## src/rtl/wb_arbiter.sv

```systemverilog
// wb_arbiter: dual-port register-file writeback merging two ALU lanes and a buffered late-result stream.
// Optional WB_LATE_BYPASS_EN lets an accepted late result skip an empty FIFO straight to a free port.
module wb_arbiter #(
  parameter int DEPTH = 4,
  parameter int XLEN  = 32
) (
  input  logic                     clk,
  input  logic                     rst_n,
  input  logic                     alu0_valid,
  input  logic [4:0]               alu0_rd,
  input  logic [XLEN-1:0]          alu0_data,
  input  logic                     alu1_valid,
  input  logic [4:0]               alu1_rd,
  input  logic [XLEN-1:0]          alu1_data,
  input  logic                     late_valid,
  output logic                     late_ready,
  input  logic [4:0]               late_rd,
  input  logic [XLEN-1:0]          late_data,
  output logic [4:0]               wr_addr0,
  output logic [XLEN-1:0]          wr_din0,
  output logic                     we0,
  output logic [4:0]               wr_addr1,
  output logic [XLEN-1:0]          wr_din1,
  output logic                     we1,
  output logic [$clog2(DEPTH):0]   fifo_count
);
  localparam int AW = $clog2(DEPTH);
  localparam int CW = AW + 1;
  logic [4:0]      rd_mem [DEPTH];
  logic [XLEN-1:0] data_mem [DEPTH];
  logic [AW-1:0]   rptr, rptr1, wptr;
  logic [CW-1:0]   count;
  logic            a0, a1, h0_ok, h1_ok, h0_live, h1_live, pop0, pop1, push, push_fifo, byp_live;
  logic [1:0]      free, free_a, free_b, pops;
  logic [4:0]      cv;
  logic [4:0]      ca [5];
  logic [XLEN-1:0] cd [5];
  logic            p0v, p1v;
  logic [4:0]      p0a, p1a;
  logic [XLEN-1:0] p0d, p1d;
  function automatic logic hit(input logic [4:0] rd);
    return (alu0_valid && alu0_rd == rd) || (alu1_valid && alu1_rd == rd);
  endfunction
  assign fifo_count = count;
  assign late_ready = count != CW'(DEPTH);
  assign rptr1      = rptr + AW'(1);
  always_comb begin
    a0 = alu0_valid && alu0_rd != 5'd0 && !(alu1_valid && alu1_rd == alu0_rd);
    a1 = alu1_valid && alu1_rd != 5'd0;
    h0_ok = count != '0;
    h1_ok = count > CW'(1);
    h0_live = h0_ok && rd_mem[rptr] != 5'd0 && !hit(rd_mem[rptr]);
    h1_live = h1_ok && rd_mem[rptr1] != 5'd0 && !hit(rd_mem[rptr1]);
    free = 2'd2 - {1'b0, a0} - {1'b0, a1};
    // Dead heads (x0 or overwritten by a younger ALU result) pop without needing a port
    pop0 = h0_ok && (!h0_live || free != 2'd0);
    free_a = free - {1'b0, pop0 && h0_live};
    pop1 = pop0 && h1_ok && (!h1_live || free_a != 2'd0);
    free_b = free_a - {1'b0, pop1 && h1_live};
    pops = {1'b0, pop0} + {1'b0, pop1};
    push = late_valid && late_ready;
`ifdef WB_LATE_BYPASS_EN
    push_fifo = push && !(count == CW'(pops) && free_b != 2'd0);
    byp_live = push && !push_fifo && late_rd != 5'd0 && !hit(late_rd);
`else
    push_fifo = push;
    byp_live = 1'b0;
`endif
    cv = {byp_live, pop1 && h1_live, pop0 && h0_live, a1, a0};
    ca[0] = alu0_rd;        cd[0] = alu0_data;
    ca[1] = alu1_rd;        cd[1] = alu1_data;
    ca[2] = rd_mem[rptr];   cd[2] = data_mem[rptr];
    ca[3] = rd_mem[rptr1];  cd[3] = data_mem[rptr1];
    ca[4] = late_rd;        cd[4] = late_data;
    p0v = 1'b0; p0a = '0; p0d = '0;
    p1v = 1'b0; p1a = '0; p1d = '0;
    for (int i = 0; i < 5; i++) begin
      if (cv[i] && !p0v) begin
        p0v = 1'b1; p0a = ca[i]; p0d = cd[i];
      end else if (cv[i] && !p1v) begin
        p1v = 1'b1; p1a = ca[i]; p1d = cd[i];
      end
    end
  end
  always_ff @(posedge clk) begin
    if (push_fifo) begin
      rd_mem[wptr]   <= late_rd;
      data_mem[wptr] <= late_data;
    end
  end
  always_ff @(posedge clk or negedge rst_n) begin
    if (!rst_n) begin
      we0      <= 1'b0;
      we1      <= 1'b0;
      wr_addr0 <= '0;
      wr_addr1 <= '0;
      wr_din0  <= '0;
      wr_din1  <= '0;
      rptr     <= '0;
      wptr     <= '0;
      count    <= '0;
    end else begin
      we0 <= p0v;
      we1 <= p1v;
      if (p0v) begin
        wr_addr0 <= p0a;
        wr_din0  <= p0d;
      end
      if (p1v) begin
        wr_addr1 <= p1a;
        wr_din1  <= p1d;
      end
      rptr  <= rptr + AW'(pops);
      wptr  <= wptr + AW'(push_fifo);
      count <= count + CW'(push_fifo) - CW'(pops);
    end
  end
endmodule
```

## config.mk

```make
export PLATFORM = sky130hd
export DESIGN_NAME = wb_arbiter
export DESIGN_NICKNAME = d
export VERILOG_FILES = /design/src/rtl/wb_arbiter.sv
export SDC_FILE = /design/constraint.sdc
export NUM_CORES = 1
export LEC_CHECK = 0
export CORE_ASPECT_RATIO = 1.5
export CORE_MARGIN = 10
export CORE_UTILIZATION = 40
export CTS_CLUSTER_SIZE = 20
export DETAILED_ROUTE_END_ITERATION = 12
export SYNTH_ARGS = -nofsm -noshare
export SYNTH_HDL_FRONTEND = slang
export SYNTH_SLANG_ARGS = --single-unit
```

## constraint.sdc

```tcl
create_clock -name clk -period 7.2 [get_ports clk]
set_clock_uncertainty 0.1 [all_clocks]
set_input_delay 1.08 -clock clk [delete_from_list [all_inputs] [get_ports clk]]
set_output_delay 1.08 -clock clk [all_outputs]
set_load 0.01 [all_outputs]
```

* Yosys cells after proc, flatten, opt, wreduce, memory -nomap -nowiden *
Memory sizes are Yosys's and may differ from the RTL's.
Index checks and enable logic that the tools add are counted.

word-level totals
  register bits = 83
  bits in writable memories = 148
  input port bits = 116
  word-level logic and storage cells = 103
  memories = 2

memory list
  memory    words  width  rd ports  clocked after Yosys merged registers in  wr ports  RTL line  RTL
  data_mem  4      32     2         0                                        1         30        logic [XLEN-1:0] data_mem [DEPTH];
  rd_mem    4      5      2         0                                        1         29        logic [4:0] rd_mem [DEPTH];

cells by class
  muxes and demuxes = 32
  equality and inequality tests = 6
  reductions and logical operators = 44
  magnitude comparators = 1
  add/sub/neg operators = 9

operator list
  cell                                                                  number
  32-bit 2-to-1 mux                                                     10
  5-bit 2-to-1 mux                                                      10
  5-bit == test                                                         5
  1-bit logical AND                                                     23
  5-bit nonzero test                                                    4
  1-bit 2-to-1 mux                                                      12
  1-bit zero test                                                       10
  1-bit logical OR                                                      4
  2-bit nonzero test                                                    2
  2-bit by 1-bit subtractor with 2-bit output                           2
  3-bit by 1-bit adder with 3-bit output                                1
  3-bit by 1-bit > comparator with 1-bit output, second input constant  1
  3-bit != test, second input constant                                  1
  3-bit nonzero test                                                    1
  3-bit by 2-bit subtractor with 3-bit output                           1
  1-bit by 1-bit adder with 2-bit output                                1
  2-bit by 1-bit adder with 2-bit output                                1
  2-bit by 1-bit adder with 2-bit output, second input constant         1
  2-bit adder                                                           1
  2-bit by 1-bit subtractor with 2-bit output, first input constant     1

* Longest topological paths before layout *
Gate-level depths: netlist of run 1.

  word-level depth = 18
  depth in mapped cells = 22
  depth with buffers taken out = 18

* Worst setup path after synthesis of run 1 *
No wires, ideal clock.

  path type = in2reg
  start = input port alu0_rd[0]
  end = register count[2], in the netlist fifo_count[2]
  cell stages on the path = 22
  library setup time = 0.128 ns
  arrival = 5.836 ns
  slack = 1.136 ns
  cell sequence = clkbuf_1 > xor2_1 > nor4_1 > a31oi_1 > o21a_1 > clkbuf_1 > ha_1 > or4b_1 > inv_1 > buf_2 > clkbuf_1 > fa_1 > nor4_1 > nor3_1 > ha_1 > ha_1 > inv_1 > ha_1 > inv_1 > fa_1 > xnor2_1 > xnor2_1

between the ends
  longest elaborated chain between the ends = 16

RTL lines
  what                                                       RTL line  RTL
  start: declaration                                         10        input logic [4:0] alu0_rd,
  5-bit == test                                              48        a0 = alu0_valid && alu0_rd != 5'd0 && !(alu1_valid && alu1_rd == alu0_rd);
  1-bit logical AND                                          48
  1-bit zero test                                            48
  1-bit logical AND                                          48
  2-bit by 1-bit subtractor with 2-bit output (2 in series)  54        free = 2'd2 - {1'b0, a0} - {1'b0, a1};
  2-bit nonzero test                                         56        pop0 = h0_ok && (!h0_live || free != 2'd0);
  1-bit logical OR                                           56
  1-bit logical AND                                          56
  1-bit logical AND                                          57        free_a = free - {1'b0, pop0 && h0_live};
  2-bit by 1-bit subtractor with 2-bit output                57
  2-bit nonzero test                                         58        pop1 = pop0 && h1_ok && (!h1_live || free_a != 2'd0);
  1-bit logical OR                                           58
  1-bit logical AND                                          58
  1-bit by 1-bit adder with 2-bit output *                   60        pops = {1'b0, pop0} + {1'b0, pop1};
  3-bit by 2-bit subtractor with 3-bit output *              115       count <= count + CW'(push_fifo) - CW'(pops);
  end signal: assignment                                     115
  end: declaration                                           32        logic [CW-1:0] count;

Mark *: on every way between the ends. The rest lies on a longest branch, timed or not.
A chain may end at the register's enable or synchronous reset.

* Final worst setup path of run 1 *
  start = input port alu1_rd[1]
  end = register count[2], in the netlist fifo_count[2]

between the ends
  longest elaborated chain between the ends = 16

RTL lines
  what                                                       RTL line  RTL
  start: declaration                                         13        input logic [4:0] alu1_rd,
  5-bit == test                                              48
  1-bit logical AND                                          48
  1-bit zero test                                            48
  1-bit logical AND                                          48
  2-bit by 1-bit subtractor with 2-bit output (2 in series)  54
  2-bit nonzero test                                         56
  1-bit logical OR                                           56
  1-bit logical AND                                          56
  1-bit logical AND                                          57
  2-bit by 1-bit subtractor with 2-bit output                57
  2-bit nonzero test                                         58
  1-bit logical OR                                           58
  1-bit logical AND                                          58
  1-bit by 1-bit adder with 2-bit output *                   60
  3-bit by 2-bit subtractor with 3-bit output *              115

Marks and branches as above.

==> results.json, run 1 <==
{
  "status": "finished, final reports clean",
  "finish.net_count": 1492,
  "clock_latency_ns": 0.53,
  "drt-pass1-iter-count": 5,
  "drtIter0Drc": 609,
  "p_per_area_mw_per_mm2": 413.4,
  "reg2reg_depth": 17,
  "r2r_setup_slack_ns": 1.81,
  "setup_viol": 0,
  "io_pins": 196,
  "finalNonFillerCells": 1789,
  "crit_type": "input port to register",
  "crit_arrival_ns": 6.04,
  "internal-power_mw": 3.939,
  "power.total_mw": 6.507,
  "grt_pass1_wl_mm": 62.04,
  "routed_via_density": 5.608,
  "ir_drop_v": 0.0002176,
  "yosys_warnings": 0,
  "grt_usage": 0.2038,
  "fmax_ghz": 0.1747,
  "synth_seq_area_share": 0.5132,
  "dp_slack_ns": 0.9540,
  "vias": 10030,
  "fin_hold_ws_ns": 0.3484,
  "postRouteAntennaNets": 0,
  "crit_path_max_fanout": 7,
  "avgRoutedWirePerCell_um": 22.91,
  "grt-ovfl-total": 0,
  "dpl-instance-area_mm2": 0.01495,
  "htree_levels": 1,
  "cts_buffers": 24,
  "cts.repair.resized": 0,
  "grt_setup_unrepaired": "no",
  "finalMaxSlewViolations": 0,
  "worstMarginPinSlew_ns": 1.230,
  "synth_cells": 1220,
  "dp_cells": 1742,
  "fp.dieArea_mm2": 0.03944,
  "relSlewSlack": 0.1777,
  "p_leak_nw": 5.991,
  "clockPowerShare": 0.194,
  "period_minus_slack_ns": 5.723,
  "async_reset_ff_frac": 0.3593,
  "fp-row-count": 79,
  "area_delta_synth_final_pct": 23.87,
  "p_switching_mw": 2.568,
  "synth-edff-count": 148,
  "fin_crit_sh": 0.7949,
  "gp_congestion": 0.8929,
  "avgSynthCellArea_um2": 10.42,
  "cts-root-buf": "clkbuf_16",
  "core_mm2": 0.03124,
  "critPathCaptureType": "register",
  "grt_pass1_vias": 10500,
  "finalInstanceArea_mm2": 0.01574,
  "setup_tns_ns": 0,
  "drive_above_1_share": 0.1130,
  "cts.clk_slew.worst_paths_ns": 0.06,
  "dp_hpwl_mm": 26.88,
  "crit_required_ns": 7.51,
  "syn-num-nets": 1349,
  "hp-class": "input port to asynchronous set/reset pin",
  "finalHoldViolations": 0,
  "hold_buffers": 0,
  "die_h_um": 238.3,
  "final_common_cell": "clkdlybuf4s50_1",
  "totalWireLength_mm": 40.99,
  "layout_common_cells": "194 x clkdlybuf4s50_1, 151 x nand2_1, 148 x edfxtp_1, 134 x o21ai_0, 117 x mux2i_1",
  "cts_tree": "yes",
  "port_buffers": 195,
  "cts_sinks": 231,
  "final_util": 0.5039,
  "initial_core_util": 0.4068,
  "cts_buffer_depth": 3,
  "die_w_um": 165.5,
  "netlist_area_mm2": 0.01271,
  "netSwitchingFraction": 0.3946,
  "post_cts_buffers": 0,
  "maxCapViolCount": 0,
  "drc_errors": 0,
  "grt_max_degree": 82,
  "synth_seq_cells": 231,
  "start_kind": "input port",
  "worst_slack_ns": 1.477,
  "ys_types": 52,
  "synthFlopType": "edfxtp_1",
  "pwr-share-comb": 0.477,
  "share_seq_of_total_power": 0.329,
  "antenna_found_initial": 3
}
==> synthesized netlist by cell type (all sizes together) (5+ instances only) <==
cell	instances	area, um2
nand2	152	573.1
edfxtp	148	4444
o21ai	134	670.6
mux2i	117	1171
inv	84	315.3
dfrtp	83	2077
a21oi	73	365.4
mux2	68	769.5
clkbuf	64	240.2
nor2	44	165.2
nor3	42	210.2
o221ai	37	324.1
buf	36	192.7
nand3	30	150.1
xnor2	22	192.7
ha	11	137.6
xor2	9	78.83
mux4	6	135.1
a21o	5	37.54
a221oi	5	50.04
and3	5	31.28
nor4	5	46.29
o22ai	5	31.28
==> critical path, cell delays in order <==
cell and delay, ns:
clkdlybuf4s50_1 0.57, or4_1 0.57, o21ai_0 0.17, buf_4 0.17, inv_1 0.11, ha_1 0.23, or4b_2 0.69, inv_2 0.10
fa_2 0.43, nor4_1 0.29, nor3_1 0.09, ha_1 0.34, ha_1 0.27, inv_1 0.05, ha_1 0.13, inv_1 0.05
fa_1 0.43, xnor2_1 0.14, xnor2_1 0.12
==> worst paths after layout <==
check	start	to
worst max-delay path	alu1_rd[1]	fifo_count[2]
worst min-delay path	rst_n	wr_din0[31]
worst max register to register	rptr[0]	fifo_count[2]
worst min register to register	wptr[1]	wptr[1]
max in group asynchronous	rst_n	wr_addr1[2]
min in group clk	wptr[1]	wptr[1]
==> cell families after synthesis <==
family | after synthesis | share of synthesized area
and+or+nand+nor | 297 | 0.1038
AOI/OAI and AO/OA | 273 | 0.1254
DFF | 231 | 0.5132
muxes | 191 | 0.1634
buffers and inverters | 184 | 0.05888
xor gates and xnor gates | 31 | 0.02137
adders and majority gates | 13 | 0.01398
==> area by class of cell <==
cell class                 count  area [um2]
clock buffer                  32       651.9
antenna                        3       7.507
fill                        2897       15490
inverter                      84       315.3
tap                          405       506.7
multi-input combinational    805        5482
timing repair buffer         217        2115
clock inverter                12       133.9
sequential                   231        6529
==> metal layers <==
layer  vias to the layer above  routed length [um]  GRT usage
li1                       4668                   -          -
met2                       349               21150     0.3596
met4                         0                1301    0.08055
met3                        82                2485    0.03051
met5                         -                   0          0
met1                      4933               16050     0.2410
==> registers in the layout, summed over array words and instances, names as in the netlist <==
register	flops
data_mem	128
wr_din0	32
rptr	2
wr_addr0	5
rd_mem	20
we1	1
wr_din1	32
fifo_count	3
wr_addr1	5
we0	1
wptr	2
==> power by group through the flow <==
stage	Clock, mW	Sequential [mW]	Combinational (mW)
finish	1.26	2.14	3.10
global route	1.33	2.19	3.38
CTS	1.28	2.14	3.13
detailed placement	0	2.16	3.12
global placement	0	2.15	3.09
floorplan	0	2.08	2.06
No activity file was read; power rests on OpenSTA's default activity.
==> inputs of run 2 (changes only) <==
==> constraint.sdc (replaced) <==
create_clock -name clk -period 5.7 [get_ports clk]
set_clock_uncertainty 0.1 [all_clocks]
set_input_delay 0.855 -clock clk [delete_from_list [all_inputs] [get_ports clk]]
set_output_delay 0.855 -clock clk [all_outputs]
set_load 0.01 [all_outputs]
==> run 2 against run 1 <==
Net effect:
- sequential share of layout area shrank 0.72 points
- non-clock buffer count increased by 26
- sequential power increased by 21%
- clock-buffer cell count shrank 2
==> results.json, run 2 (synthesis gave the netlist of run 1 again) <==
{
  "cts_sinks": 231,
  "drtIter0Drc": 642,
  "grt_usage": 0.2057,
  "finalMaxSlewViolations": 0,
  "period_minus_slack_ns": 5.359,
  "fmax_ghz": 0.1866,
  "cts_buffer_depth": 3,
  "routed_via_density": 5.526,
  "finalHoldViolations": 0,
  "critPathSlowestCell": "or4b_2",
  "layout_common_cells": "194 x clkdlybuf4s50_1, 151 x nand2_1, 148 x edfxtp_1, 134 x o21ai_0, 117 x mux2i_1",
  "hp-class": "input port to asynchronous set/reset pin",
  "cp_top_family": "adder cells",
  "cts.repair.resized": 0,
  "hold_buffers": 0,
  "grt_pass1_vias": 10420,
  "dp_hpwl_mm": 28.20,
  "io_pins": 196,
  "grt_setup_unrepaired": "no",
  "final_util": 0.5129,
  "clock_latency_ns": 0.52,
  "reg_top3": "data_mem: 128 flops, wr_din0: 32 flops, wr_din1: 32 flops",
  "gp_congestion": 0.8885,
  "initial_core_util": 0.4068,
  "ir_drop_v": 0.0002325,
  "largest_register_ffs": 128,
  "fin_crit_sh": 0.9401,
  "clockPowerShare": 0.192,
  "cts_buffers": 23,
  "drt-pass1-iter-count": 5,
  "start_kind": "input port",
  "maxCapViolCount": 0,
  "cts.clk_slew.worst_paths_ns": 0.06,
  "p_leak_nw": 6.144,
  "cp_common_cell": "ha_1",
  "port_buffers": 195,
  "area_delta_synth_final_pct": 26.06,
  "pwr-share-comb": 0.497,
  "worst_slack_ns": 0.3415,
  "regMostFlops": "data_mem",
  "drc_errors": 0,
  "worstPathCellList": "clkdlybuf4s50_1 -> or4_1 -> o21ai_0 -> inv_1 -> ha_1 -> or4b_2 -> inv_2 -> fa_2 -> nor4_1 -> nor3_1 -> ha_1 -> ha_1 -> inv_1 -> ha_1 -> inv_1 -> fa_1 -> xnor2_1 -> xnor2_1",
  "final_common_cell": "clkdlybuf4s50_1",
  "crit_path_max_fanout": 3,
  "fin_hold_ws_ns": 0.1949,
  "share_seq_of_total_power": 0.311,
  "die_h_um": 238.3,
  "htree_levels": 1,
  "cp_num_buf_inv": 5,
  "grt_max_degree": 75,
  "drive_above_1_share": 0.1275,
  "post_cts_buffers": 0,
  "antenna_found_initial": 5,
  "setup_tns_ns": 0,
  "p_per_area_mw_per_mm2": 519.3,
  "dp_slack_ns": -0.09453,
  "die_w_um": 165.5,
  "avgRoutedWirePerCell_um": 22.55,
  "setup_viol": 0,
  "fp.dieArea_mm2": 0.03944,
  "totalWireLength_mm": 40.88,
  "crit_required_ns": 6.04,
  "grt-ovfl-total": 0,
  "status": "finished, final reports clean",
  "p_switching_mw": 3.227,
  "netSwitchingFraction": 0.3880,
  "slowest_delay_ns": 0.71,
  "critPathCaptureType": "register",
  "crit_arrival_ns": 5.70,
  "worstMarginPinSlew_ns": 0.8919,
  "finish.net_count": 1517,
  "fp-row-count": 79,
  "cts-root-buf": "clkbuf_16",
  "grt_pass1_wl_mm": 62.73,
  "crit_type": "input port to register",
  "core_mm2": 0.03124,
  "relSlewSlack": 0.4054,
  "vias": 10020,
  "postRouteAntennaNets": 0,
  "internal-power_mw": 5.091,
  "cts_tree": "yes"
}
run 2: power groups by stage:
stage	clock network [mW]	registers (mW)	logic, mW
final	1.59	2.59	4.14
after global routing	1.69	2.64	4.53
after CTS	1.63	2.59	4.18
after detailed placement	0	2.62	4.17
after global placement	0	2.61	4.12
after floorplan	0	2.63	2.61
run 2: cell type report:
| cell class | count | area, um2 |
|---|---|---|
| Clock buffer | 30 | 631.9 |
| Clock inverter | 11 | 147.6 |
| Sequential cell | 231 | 6529 |
| Tap cell | 405 | 506.7 |
| Inverter | 84 | 315.3 |
| Multi-Input combinational cell | 805 | 5482 |
| Antenna cell | 4 | 10.01 |
| Fill cell | 2882 | 15220 |
| Timing Repair Buffer | 243 | 2397 |
run 2: metal layers:
metal	up-vias	GRT usage	wire, um
li1	4716	-	-
met1	4920	0.2387	15780
met2	321	0.3767	21880
met3	59	0.02706	2182
met4	2	0.06775	1023
met5	-	0	20
run 2: worst paths after layout:
| path | from | endpoint | slack, ns | depth (start not counted) |
|---|---|---|---|---|
| setup / recovery | alu1_rd[2] | fifo_count[2] | 0.34 | 18 |
| hold / removal | rst_n | fifo_count[2] | 0.19 | 1 |
| setup reg to reg | rptr[1] | fifo_count[2] | 0.52 | 17 |
| hold reg to reg | wr_addr0[4] | wr_addr0[4] | 0.47 | 2 |
| max in group asynchronous | rst_n | wr_din1[16] | 4.15 | 2 |
| min in group clk | wr_addr0[4] | wr_addr0[4] | 0.47 | 2 |
run 2: through the flow:
stage | instance area [um2] | std cells | power (mW)
2_1_floorplan | 12710 | 1220 | 5.236
3_3_place_gp | 15230 | 1768 | 6.734
3_5_place_dp | 15230 | 1768 | 6.790
4_1_cts | 16010 | 1809 | 8.402
5_1_grt | 16020 | 1812 | 8.868
6_report | 16020 | 1813 | 8.319
